$ cat config.mk
export PLATFORM = sky130hd
export DESIGN_NAME = mem_xfer_unit_flat
export DESIGN_NICKNAME = d
export VERILOG_FILES = /design/src/rtl/mem_xfer_unit_if.sv /design/src/rtl/mem_xfer_unit.sv /design/src/flat_wrapper.sv
export SDC_FILE = /design/constraint.sdc
export NUM_CORES = 1
export LEC_CHECK = 0
export CAP_MARGIN = 0
export CORE_UTILIZATION = 44
export CTS_CLUSTER_SIZE = 25
export DETAILED_ROUTE_END_ITERATION = 12
export PLACE_DENSITY = 0.88
export SLEW_MARGIN = 20
export SYNTH_ARGS = -nofsm -noshare
export SYNTH_HDL_FRONTEND = slang
export SYNTH_SLANG_ARGS = --single-unit
$ cat constraint.sdc
create_clock -name clk -period 4.8 [get_ports clk]
set_input_delay 0.72 -clock clk [delete_from_list [all_inputs] [get_ports clk]]
set_output_delay 0.72 -clock clk [all_outputs]
set_load 0.005 [all_outputs]
$ cat src/rtl/mem_xfer_unit_if.sv
// Memory-side request/acknowledge bus between mem_xfer_unit and a variable-latency memory.
interface mem_xfer_unit_if #(
  parameter int unsigned DATA_W = 16,
  parameter int unsigned ADDR_W = 16
);
  logic              mem_req;
  logic              mem_we;
  logic [ADDR_W-1:0] mem_addr;
  logic [DATA_W-1:0] mem_wdata;
  logic [DATA_W-1:0] mem_rdata;
  logic              mem_ack;

  modport master (
    output mem_req, mem_we, mem_addr, mem_wdata,
    input  mem_rdata, mem_ack
  );

  modport slave (
    input  mem_req, mem_we, mem_addr, mem_wdata,
    output mem_rdata, mem_ack
  );
endinterface

$ cat src/rtl/mem_xfer_unit.sv
// MAR/MDR owner running a bounded-wait request/acknowledge transfer with a
// variable-latency memory; pulses R to the control FSM when a transfer ends.
module mem_xfer_unit #(
  parameter int unsigned DATA_W   = 16,
  parameter int unsigned ADDR_W   = 16,
  parameter int unsigned MAX_WAIT = 15
) (
  input  logic              clk,
  input  logic              reset,
  input  logic [DATA_W-1:0] Buss,
  input  logic              ldMAR,
  input  logic              ldMDR,
  input  logic              memEn,
  input  logic              rw,
  mem_xfer_unit_if.master   mem,
  output logic [ADDR_W-1:0] MAR,
  output logic [DATA_W-1:0] MDR,
  output logic              busy,
  output logic              R,
  output logic              timeout_err
);

  localparam int unsigned CNT_W = (MAX_WAIT > 1) ? $clog2(MAX_WAIT) : 1;

  typedef enum logic [1:0] {
    S_IDLE = 2'd0,
    S_WAIT = 2'd1,
    S_DONE = 2'd2
  } state_t;

  state_t             state_q, state_d;
  logic [ADDR_W-1:0]  mar_d;
  logic [DATA_W-1:0]  mdr_d;
  logic               we_q, we_d;
  logic [CNT_W-1:0]   cnt_q, cnt_d;
  logic               terr_d;

  // State and datapath registers
  always_ff @(posedge clk or posedge reset) begin
    if (reset) begin
      state_q     <= S_IDLE;
      MAR         <= '0;
      MDR         <= '0;
      we_q        <= 1'b0;
      cnt_q       <= '0;
      timeout_err <= 1'b0;
    end else begin
      state_q     <= state_d;
      MAR         <= mar_d;
      MDR         <= mdr_d;
      we_q        <= we_d;
      cnt_q       <= cnt_d;
      timeout_err <= terr_d;
    end
  end

  // Next-state and next-register logic
  always_comb begin
    state_d = state_q;
    mar_d   = MAR;
    mdr_d   = MDR;
    we_d    = we_q;
    cnt_d   = cnt_q;
    terr_d  = timeout_err;
    case (state_q)
      S_IDLE: begin
        if (ldMAR) mar_d = Buss[ADDR_W-1:0];
        if (ldMDR) mdr_d = Buss;
        if (memEn) begin
          we_d    = rw;
          cnt_d   = '0;
          terr_d  = 1'b0;
          state_d = S_WAIT;
        end
      end
      S_WAIT: begin
        if (mem.mem_ack) begin
          if (!we_q) mdr_d = mem.mem_rdata;
          we_d    = 1'b0;
          state_d = S_DONE;
        end else if (cnt_q == CNT_W'(MAX_WAIT - 1)) begin
          // Bounded wait expired: finish the transfer with an error, MDR untouched
          terr_d  = 1'b1;
          we_d    = 1'b0;
          state_d = S_DONE;
        end else begin
          cnt_d = CNT_W'(cnt_q + 1'b1);
        end
      end
      S_DONE:  state_d = S_IDLE;
      default: state_d = S_IDLE;
    endcase
  end

  // Outputs decoded purely from the state register
  assign mem.mem_req   = (state_q == S_WAIT);
  assign mem.mem_we    = we_q;
  assign mem.mem_addr  = MAR;
  assign mem.mem_wdata = MDR;
  assign busy          = (state_q == S_WAIT) || (state_q == S_DONE);
  assign R             = (state_q == S_DONE);

endmodule

$ cat src/flat_wrapper.sv
// flat-port wrapper written by rule: the top's interface ports become plain ports
module mem_xfer_unit_flat 
#(
  parameter int unsigned DATA_W   = 16,
  parameter int unsigned ADDR_W   = 16,
  parameter int unsigned MAX_WAIT = 15
)
  (clk, reset, Buss, ldMAR, ldMDR, memEn, rw, MAR, MDR, busy, R, timeout_err, mem_mem_req, mem_mem_we, mem_mem_addr, mem_mem_wdata, mem_mem_rdata, mem_mem_ack);
  mem_xfer_unit_if #(.DATA_W(DATA_W), .ADDR_W(ADDR_W)) mem_i ();
  input  logic clk;
  input  logic reset;
  input  logic [DATA_W-1:0] Buss;
  input  logic ldMAR;
  input  logic ldMDR;
  input  logic memEn;
  input  logic rw;
  output logic [ADDR_W-1:0] MAR;
  output logic [DATA_W-1:0] MDR;
  output logic busy;
  output logic R;
  output logic timeout_err;
  output wire logic [$bits(mem_i.mem_req)-1:0] mem_mem_req;
  output wire logic [$bits(mem_i.mem_we)-1:0] mem_mem_we;
  output wire logic [$bits(mem_i.mem_addr)-1:0] mem_mem_addr;
  output wire logic [$bits(mem_i.mem_wdata)-1:0] mem_mem_wdata;
  input wire logic [$bits(mem_i.mem_rdata)-1:0] mem_mem_rdata;
  input wire logic [$bits(mem_i.mem_ack)-1:0] mem_mem_ack;
  assign mem_mem_req = mem_i.mem_req;
  assign mem_mem_we = mem_i.mem_we;
  assign mem_mem_addr = mem_i.mem_addr;
  assign mem_mem_wdata = mem_i.mem_wdata;
  assign mem_i.mem_rdata = mem_mem_rdata;
  assign mem_i.mem_ack = mem_mem_ack;
  mem_xfer_unit #(.DATA_W(DATA_W), .ADDR_W(ADDR_W), .MAX_WAIT(MAX_WAIT)) u_core (.clk(clk), .reset(reset), .Buss(Buss), .ldMAR(ldMAR), .ldMDR(ldMDR), .memEn(memEn), .rw(rw), .mem(mem_i), .MAR(MAR), .MDR(MDR), .busy(busy), .R(R), .timeout_err(timeout_err));
endmodule
==> impl_metrics.json <==
{
  "post-route-min-period_ns": 2.59,
  "crit_chain": "inv_1, ha_1, buf_4, clkdlybuf4s50_1",
  "fillers": 367,
  "fin_crit_sh": 0.539,
  "tns_ns": 0,
  "portBuffers": 107,
  "timing.hold.ws_ns": 0.514,
  "overflow": 0,
  "synth_compound_area_frac": 0.0544,
  "dr.pass1.iters": 5,
  "synth_area_leaders": "dfrtp_1 44%, mux2_2 20%, buf_4 11%",
  "cts_num_sinks": 40,
  "syn_avg_cell_area_um2": 12.6,
  "grt_pass1_wl_um": 7620,
  "place_congestion": 0.877,
  "cts_tree": "built",
  "regToRegSetupSlack_ns": 2.29,
  "htree_levels": 2,
  "leakagePower_nw": 1.35,
  "grt_max_degree": 41,
  "cp.depth": 4,
  "layout_common_cells": "107 x clkdlybuf4s50_1, 40 x mux2_2, 40 x dfrtp_1",
  "vdd_ir_drop_max_uv": 349,
  "powerDensity_nw_per_um2": 675,
  "critical_path_class": "flop to output pin",
  "yosysTopAreaCell": "dfrtp_1",
  "die_y_um": 73.9,
  "cp_max_fo": 27,
  "synth_warnings": 0,
  "antenna_left": 0,
  "grtUsageTotal": 0.188,
  "avgViaCountPerCell": 4.94,
  "cp-start-kind": "flop",
  "initialDrtViolationCount": 28,
  "synth.cell_area_um2": 2280,
  "clk_path_buf_depth": 2,
  "diodes": 0,
  "crit_family": "buffers and inverters",
  "dp_hpwl_um": 3530,
  "drive_above_1_share": 0.236,
  "vias": 1604,
  "status": "finished, final reports clean",
  "hold_path_depth": 1,
  "layout_commonest_cell": "clkdlybuf4s50_1",
  "setup_viol": 0,
  "rsz0062_at_grt": "false",
  "synth_top_area_share": 0.440,
  "hold_viol_final": 0,
  "synthMuxAreaShare": 0.268,
  "final_nets": 304,
  "grt_pass1_vias": 1586,
  "cts_resized": 0,
  "area_delta_synth_final_pct": 42.0,
  "cts-root-buf": "clkbuf_8",
  "path_clk_slew_ns": 0.07,
  "synthSimpleGateAreaFrac": 0.0615,
  "cts_setup_buffers": 0,
  "synth.distinct_cells": 35,
  "critPathSlowestCell": "clkdlybuf4s50_1",
  "initial_utilization": 0.470,
  "die_area_um2": 5470,
  "ios": 108,
  "insertion_delay_ns": 0.29,
  "max_freq_mhz": 386,
  "slowest_delay_ns": 0.57,
  "worst-endpoint-required_ns": 4.08,
  "core-area_um2": 4850,
  "antenna_found_initial": 0,
  "path_buf_inv": 3,
  "drc_errors": 0,
  "slew_headroom": 0.295,
  "wirelength_um": 4890,
  "min_path_type": "flop to flop",
  "syn-num-nets": 227,
  "ys_seq_elements": 40,
  "seq_area_frac_synth": 0.440,
  "numCtsBuffers": 5,
  "die_w_um": 73.9,
  "wl_per_cell_um": 15.1,
  "fin_util": 0.667,
  "worstMarginPinSlew_ns": 1.05,
  "num_rows": 25,
  "cts_hold_buffers": 0,
  "slew_viol_final": 0,
  "synth_top_family_by_area": "multiplexers",
  "reg2reg_depth": 6,
  "skew_ns": 0.00204,
  "netlist_instances": 181,
  "synthAdderAreaFrac": 0.0385,
  "crit_arrival_ns": 1.87,
  "yosys.area_share.xor_xnor": 0,
  "end_kind": "output pin",
  "cap_violations": 0
}
## cell families after synthesis
group                    count (synthesis)
AND/OR/NAND/NOR                         23
multiplexers                            51
flip-flops                              40
buffers and inverters                   45
adder cells (fa/ha/maj)                  7
AO/OA/AOI/OAI                           15
## cells in the mapped netlist (all sizes together)
cell / number
o22ai: 1
inv: 6
ha: 7
or3: 1
a211o: 1
nor2: 1
o31ai: 2
nand4: 2
nor2b: 3
mux2i: 1
dfrtp: 40
buf: 37
o41ai: 1
nand3: 2
a21oi: 2
a22o: 1
a21o: 1
nand2: 4
and3: 1
nand2b: 4
or4: 2
o2bb2ai: 1
o211ai: 3
nor3: 1
mux2: 50
a211oi: 2
clkbuf: 2
nor4: 1
and2: 1
## metrics by stage
stage / power, mW / setup slack [ns] / cells / cell area [um2]
floorplan: 1.47 / 2.95 / 181 / 2280
global placement: 1.95 / 2.05 / 318 / 3160
detailed placement: 1.99 / 1.99 / 318 / 3160
CTS: 2.21 / 2.18 / 325 / 3230
global route: 2.34 / 2.09 / 325 / 3230
finish: 2.18 / 2.21 / 325 / 3230
## worst paths after layout
path	start	to
hold / removal	u_core.timeout_err	u_core.timeout_err
max in group asynchronous	reset	u_core.MAR[2]
setup / recovery	u_core.state_q[1]	mem_mem_req
hold reg to reg	u_core.timeout_err	u_core.timeout_err
min in group asynchronous	reset	u_core.MAR[9]
setup reg to reg	u_core.state_q[1]	u_core.MDR[9]
## registers in the layout, summed over array words and instances (netlist names)
register and flops:
u_core.timeout_err 1, u_core.cnt_q 4, u_core.MDR 16, u_core.state_q 2, u_core.mem.mem_we 1, u_core.MAR 16
## where the power goes
part	switching [mW]	leakage, nW	internal [mW]
logic	0.424	0.830	0.891
clock network	0.110	0.0410	0.0988
registers	0.147	0.479	0.512
## routing by layer
metal,global-route usage,vias up,part of all wire
met2,0.314,72,0.50
met5,0,-,0
met3,0.0501,6,0.067
met4,0.0748,0,0.012
met1,0.232,769,0.42
li1,-,757,-
## area by class of cell
cell class | count | area (um2) | share of cell area
Tap cell | 67 | 83.8 | 0.0259
Timing Repair Buffer | 109 | 1090 | 0.336
Sequential cell | 40 | 1000 | 0.310
Clock buffer | 6 | 72.6 | 0.0224
Clock inverter | 1 | 5.00 | 0.00155
Inverter | 6 | 22.5 | 0.00697
Multi-Input combinational cell | 96 | 962 | 0.298
Power figures use the tool's default switching activity.
